$ cat src/rtl/gb_mem_pkg.sv
// Shared memory-side definitions: register and OAM addresses, DMA state
// encoding, CPU T-cycle indices and the echo-RAM source fold.
package gb_mem_pkg;

    localparam logic [15:0] REG_DMA  = 16'hFF46;
    localparam logic [15:0] OAM_BASE = 16'hFE00;
    localparam int          OAM_SIZE = 160;

    localparam logic [1:0] T1 = 2'd0;
    localparam logic [1:0] T2 = 2'd1;
    localparam logic [1:0] T3 = 2'd2;
    localparam logic [1:0] T4 = 2'd3;

    typedef enum logic [1:0] {
        IDLE  = 2'd0,
        START = 2'd1,
        XFER  = 2'd2
    } dma_state_t;

    // Pages E0..FF alias work RAM C0..DF, so the source is folded down.
    function automatic logic [7:0] fold_src(input logic [7:0] page);
        if (page >= 8'hE0) begin
            return page - 8'h20;
        end else begin
            return page;
        end
    endfunction

endpackage

$ cat src/rtl/oam_dma.sv
// OAM DMA engine: copies LENGTH bytes from {src_hi, 8'h00} into OAM, one
// byte per CPU M-cycle, with strobes registered one clk ahead of their T-cycle.
module oam_dma
    import gb_mem_pkg::*;
#(
    parameter logic [15:0] REG_ADDR        = REG_DMA,
    parameter logic [15:0] DEST_BASE       = OAM_BASE,
    parameter int          LENGTH          = OAM_SIZE,
    parameter int          STARTUP_MCYCLES = 1
) (
    input  logic        clk,
    input  logic        rst,
    input  logic [1:0]  t_cycle,
    input  logic [15:0] cpu_addr,
    input  logic        cpu_wr,
    input  logic        cpu_rd,
    input  logic [7:0]  cpu_data_in,
    output logic [7:0]  cpu_data_out,
    input  logic [7:0]  mem_data_in,
    output logic [15:0] dma_addr,
    output logic        dma_rd,
    output logic        dma_wr,
    output logic [7:0]  dma_data_out,
    output logic        dma_active
);

    localparam logic [7:0] IDX_LAST   = 8'(LENGTH - 1);
    localparam logic [7:0] START_LAST = 8'(STARTUP_MCYCLES - 1);

    dma_state_t  state_r, state_nxt_s;
    logic [7:0]  idx_r, idx_nxt_s;
    logic [7:0]  cnt_r, cnt_nxt_s;
    logic [15:0] addr_r, addr_nxt_s;
    logic        rd_r, rd_nxt_s;
    logic        wr_r, wr_nxt_s;
    logic [7:0]  latch_r, latch_nxt_s;
    logic [7:0]  src_hi_r, src_hi_nxt_s;
    logic [7:0]  reg_val_r, reg_val_nxt_s;
    logic [1:0]  t_prev_r;
    logic        reg_wr_s;
    logic        mcycle_end_s;

    assign reg_wr_s = cpu_wr && (cpu_addr == REG_ADDR) && (t_cycle == T4);
    // Only the first T4 edge ends an M-cycle, so a CPU halted on T4 does not advance.
    assign mcycle_end_s = (t_cycle == T4) && (t_prev_r != T4);

    // Next-state, counter and registered-output computation.
    always_comb begin
        state_nxt_s   = state_r;
        idx_nxt_s     = idx_r;
        cnt_nxt_s     = cnt_r;
        addr_nxt_s    = addr_r;
        rd_nxt_s      = rd_r;
        wr_nxt_s      = wr_r;
        latch_nxt_s   = latch_r;
        src_hi_nxt_s  = src_hi_r;
        reg_val_nxt_s = reg_val_r;

        case (state_r)
            IDLE: begin
                rd_nxt_s = 1'b0;
                wr_nxt_s = 1'b0;
            end
            START: begin
                if (mcycle_end_s && (cnt_r == START_LAST)) begin
                    state_nxt_s = XFER;
                    cnt_nxt_s   = 8'd0;
                    addr_nxt_s  = {src_hi_r, idx_r};
                    rd_nxt_s    = 1'b1;
                    wr_nxt_s    = 1'b0;
                end else if (mcycle_end_s) begin
                    cnt_nxt_s = cnt_r + 8'd1;
                end else begin
                    cnt_nxt_s = cnt_r;
                end
            end
            XFER: begin
                case (t_cycle)
                    T2: begin
                        latch_nxt_s = mem_data_in;
                        addr_nxt_s  = DEST_BASE + {8'd0, idx_r};
                        rd_nxt_s    = 1'b0;
                        wr_nxt_s    = 1'b1;
                    end
                    T4: begin
                        if (mcycle_end_s && (idx_r == IDX_LAST)) begin
                            state_nxt_s = IDLE;
                            idx_nxt_s   = 8'd0;
                            addr_nxt_s  = 16'd0;
                            rd_nxt_s    = 1'b0;
                            wr_nxt_s    = 1'b0;
                        end else if (mcycle_end_s) begin
                            idx_nxt_s  = idx_r + 8'd1;
                            addr_nxt_s = {src_hi_r, idx_r + 8'd1};
                            rd_nxt_s   = 1'b1;
                            wr_nxt_s   = 1'b0;
                        end else begin
                            idx_nxt_s = idx_r;
                        end
                    end
                    default: begin
                        idx_nxt_s = idx_r;
                    end
                endcase
            end
            default: begin
                state_nxt_s = IDLE;
                rd_nxt_s    = 1'b0;
                wr_nxt_s    = 1'b0;
            end
        endcase

        // A register write restarts from any state, including the last-byte edge.
        if (reg_wr_s) begin
            reg_val_nxt_s = cpu_data_in;
            src_hi_nxt_s  = fold_src(cpu_data_in);
            idx_nxt_s     = 8'd0;
            cnt_nxt_s     = 8'd0;
            state_nxt_s   = START;
            addr_nxt_s    = 16'd0;
            rd_nxt_s      = 1'b0;
            wr_nxt_s      = 1'b0;
        end else begin
            reg_val_nxt_s = reg_val_r;
        end
    end

    // State, counters and output registers with synchronous reset.
    always_ff @(posedge clk) begin
        if (rst) begin
            state_r   <= IDLE;
            idx_r     <= 8'd0;
            cnt_r     <= 8'd0;
            addr_r    <= 16'd0;
            rd_r      <= 1'b0;
            wr_r      <= 1'b0;
            latch_r   <= 8'd0;
            src_hi_r  <= 8'hFF;
            reg_val_r <= 8'hFF;
            t_prev_r  <= 2'd0;
        end else begin
            state_r   <= state_nxt_s;
            idx_r     <= idx_nxt_s;
            cnt_r     <= cnt_nxt_s;
            addr_r    <= addr_nxt_s;
            rd_r      <= rd_nxt_s;
            wr_r      <= wr_nxt_s;
            latch_r   <= latch_nxt_s;
            src_hi_r  <= src_hi_nxt_s;
            reg_val_r <= reg_val_nxt_s;
            t_prev_r  <= t_cycle;
        end
    end

    // Unselected reads see the open-bus value.
    assign cpu_data_out = (cpu_rd && (cpu_addr == REG_ADDR)) ? reg_val_r : 8'hFF;
    assign dma_addr     = addr_r;
    assign dma_rd       = rd_r;
    assign dma_wr       = wr_r;
    assign dma_data_out = latch_r;
    assign dma_active   = (state_r != IDLE);

endmodule

$ cat config.mk
export PLATFORM = sky130hd
export DESIGN_NAME = oam_dma
export DESIGN_NICKNAME = d
export VERILOG_FILES = /design/src/rtl/gb_mem_pkg.sv /design/src/rtl/oam_dma.sv
export SDC_FILE = /design/constraint.sdc
export NUM_CORES = 1
export LEC_CHECK = 0
export ABC_AREA = 0
export CAP_MARGIN = 10
export CORE_ASPECT_RATIO = 1.4
export CORE_MARGIN = 2
export CORE_UTILIZATION = 52
export DETAILED_ROUTE_END_ITERATION = 8
export PLACE_DENSITY = 0.95
export SYNTH_ARGS = -nofsm -noshare
export SYNTH_HDL_FRONTEND = slang
export SYNTH_SLANG_ARGS = --single-unit
$ cat constraint.sdc
create_clock -name clk -period 4.9 [get_ports clk]
set_clock_uncertainty 0.1 [all_clocks]
set_input_delay 0.98 -clock clk [delete_from_list [all_inputs] [get_ports clk]]
set_output_delay 0.98 -clock clk [all_outputs]
set_load 0.02 [all_outputs]
==> flow_metrics.env <==
export IMPL_detail_route_antenna_nets=0
export IMPL_pre_cts_slack_ns=0.6558
export IMPL_status="completed"
export IMPL_mostFrequentLayoutCell="clkdlybuf4s50_1"
export IMPL_synth_top_cells_by_area="dfxtp_1 42%, nand2_1 6.7%, nor2_1 5.0%, a211oi_1 3.9%, a21oi_1 3.7%"
export IMPL_first_pass_iters=4
export IMPL_syn_to_final_growth_pct=34.10
export IMPL_period_share_pct=86.64
export IMPL_pwr_share_comb_pct=4.9
export IMPL_hold_ws_ns=0.3559
export IMPL_synth_compound_area_share_pct=15.34
export IMPL_fin_area_mm2=0.003631
export IMPL_n_antenna_cell=0
export IMPL_grt_max_degree=21
export IMPL_rows=31
export IMPL_synth_main_ff_cell="dfxtp_1"
export IMPL_fp_dieW_um=64.99
export IMPL_cts_root_buf="clkbuf_8"
export IMPL_drt_wl_total_um=6722
export IMPL_core_mm2=0.005081
export IMPL_p_clk_share_pct=48.7
export IMPL_rsz0062_at_grt="false"
export IMPL_setup_tns_final_ns=0
export IMPL_internal_power_uw=779.6
export IMPL_rrSetupSlack_ns=2.36
export IMPL_cp_required_ns=3.82
export IMPL_io_pins=73
export IMPL_synth_adder_area_share_pct=3.235
export IMPL_hold_path_class="reg2reg"
export IMPL_grt_pass1_vias=2523
export IMPL_via_count=2524
export IMPL_cts_htree_levels=3
export IMPL_cts_hold_buf=0
export IMPL_period_minus_slack_ns=4.245
export IMPL_clk_path_buf_depth=2
export IMPL_netlist_top_cell_by_area="dfxtp_1"
export IMPL_yosysWarnings=0
export IMPL_setup_slack_ns=0.6548
export IMPL_synthMuxAreaShare_pct=3.327
export IMPL_clk_latency_ns=0.35
export IMPL_synthesis_area_mm2=0.002708
export IMPL_final_cell_mix="72 x clkdlybuf4s50_1, 57 x dfxtp_1, 48 x nand2_1, 36 x nor2_1, 20 x a21oi_1"
export IMPL_p_leak_uw=0.001354
export IMPL_switching_power_uw=221.6
export IMPL_crit_start="cpu_addr[5]"
export IMPL_nets=426
export IMPL_synth_cell_types=48
export IMPL_grt_usage_pct=24.91
export IMPL_crit_path_max_fanout=8
export IMPL_synth_edf_count=0
export IMPL_grt_pass1_wl_um=11020
export IMPL_antenna_found_initial=0
export IMPL_drtIter0Drc=131
export IMPL_place_area_mm2=0.003412
export IMPL_switching_share_pct=22.14
export IMPL_numPortBuffers=72
export IMPL_worst_pin_slew_ns=0.7657
export IMPL_synth_async_reset_ratio_pct=0
export IMPL_yosys_area_top_type_share_pct=42.14
export IMPL_gp_congestion=0.8822
export IMPL_cp_start_kind="primary input"
export IMPL_cts_clk_slew_worst_paths_ns=0.06
export IMPL_overflow=0
export IMPL_synth_xor_area_share_pct=3.882
export IMPL_synth_top_family_by_area="simple AND/OR/NAND/NOR gates"
export IMPL_synth_avg_cell_area_um2=8.596
export IMPL_cts_resized_gates=0
export IMPL_drv_cap=0
export IMPL_synth_seq_area_share_pct=42.14
export IMPL_drt_wirelength_per_cell_um=14.87
export IMPL_clock_sinks=57
export IMPL_setup_violations=0
export IMPL_post_cts_setup_buffers=0
export IMPL_timing_rr_start="state_r[0]$_SDFFE_PP0P_"
export IMPL_viasPerCell=5.584
export IMPL_seqPwrFrac_pct=46.4
export IMPL_powerDensity_mw_per_mm2=275.7
export IMPL_initial_core_util_pct=53.29
export IMPL_die_h_um=89.38
export IMPL_cts_buffers=9
export IMPL_endpoint_kind="output port"
export IMPL_slew_headroom_pct=48.95
export IMPL_max_freq_mhz=235.6
export IMPL_synthSimpleGateAreaFrac_pct=26.89
export IMPL_ys_seq_elements=57
export IMPL_final_layout_size_suffix_gt1_share_pct=6.477
export IMPL_criticalPathCategory="in2out"
export IMPL_cts_tree="done"
export IMPL_die_area_mm2=0.005808
export IMPL_hold_viol=0
export IMPL_cp_arrival_ns=3.17
export IMPL_dp_hpwl_um=4871
export IMPL_final_max_slew_viol_count=0
export IMPL_syn_inst=315
export IMPL_hp_start="dma_addr[3]$_SDFFE_PP0P_"
export IMPL_post_route_drc_count=0
export IMPL_ir_drop_v=0.0002502
export IMPL_synth_nets=360
-- layout make-up --
cell class	instances	area, um2
inverter	9	33.78
tap	66	82.58
fill	367	1450
multi-input combinational	231	1426
clock buffer	9	123.9
timing repair buffer	73	728.2
clock inverter	7	95.09
sequential	57	1141
-- stage by stage --
step | std cells | utilization [%] | power [uW]
6_report | 452 | 71.46 | 1001
5_1_grt | 452 | 71.46 | 1041
4_1_cts | 452 | 71.46 | 1004
3_5_place_dp | 436 | 67.15 | 523.9
3_3_place_gp | 436 | 67.15 | 522.8
2_1_floorplan | 315 | - | 491.1
-- critical path, cell delays in order --
cell             delay (ns)
clkdlybuf4s50_1        0.40
or4b_4                 0.55
nor3_4                 0.20
and3_1                 0.39
nand2b_1               0.11
clkdlybuf4s50_1        0.55
-- cell usage after synthesis, drive strengths merged, types with 9 or more instances --
library cell	instances
nor2	36
nor3	14
buf	12
dfxtp	57
inv	9
a21oi	21
nand3	10
nand2	48
mux2i	9
a211oi	14
-- final timing paths --
path | to | depth (start not counted)
min reg2reg | dma_addr[3]$_SDFFE_PP0P_ | 2
max | cpu_data_out[0] | 6
min | dma_addr[3]$_SDFFE_PP0P_ | 2
max reg2reg | dma_addr[11]$_SDFFE_PP0P_ | 7
-- registers in the layout, indices dropped and copies added, names as in the netlist --
signal / cells
cnt_r: 8
dma_addr: 16
dma_data_out: 8
dma_rd: 1
dma_wr: 1
idx_r: 8
reg_val_r: 3
src_hi_r: 8
state_r: 2
t_prev_r: 2
-- kinds of logic after synthesis --
group / Yosys count
simple gates: 146
compound gates: 57
flops: 57
buf+inv: 27
xor+xnor: 12
mux: 9
fa+ha+maj: 7
-- metal layers --
layer  share of wire (%)  global-route usage [%]  wire, um  up-vias
met2                  53                   43.58      3550       70
li1                    -                       -         -     1245
met4                 3.9                   16.63       261        0
met3                 5.6                   8.690       376       27
met5                   0                       0         0        -
met1                  38                   24.94      2534     1182
-- power groups by stage --
stage	sequential (uW)	combinational, uW	clock (uW)
after floorplan	475	15.9	0
after global placement	475	47.5	0
after detailed placement	475	48.6	0
after CTS	465	48.9	491
after global routing	464	53.1	524
final	465	49.1	487
No activity file was read; power rests on OpenSTA's default activity.
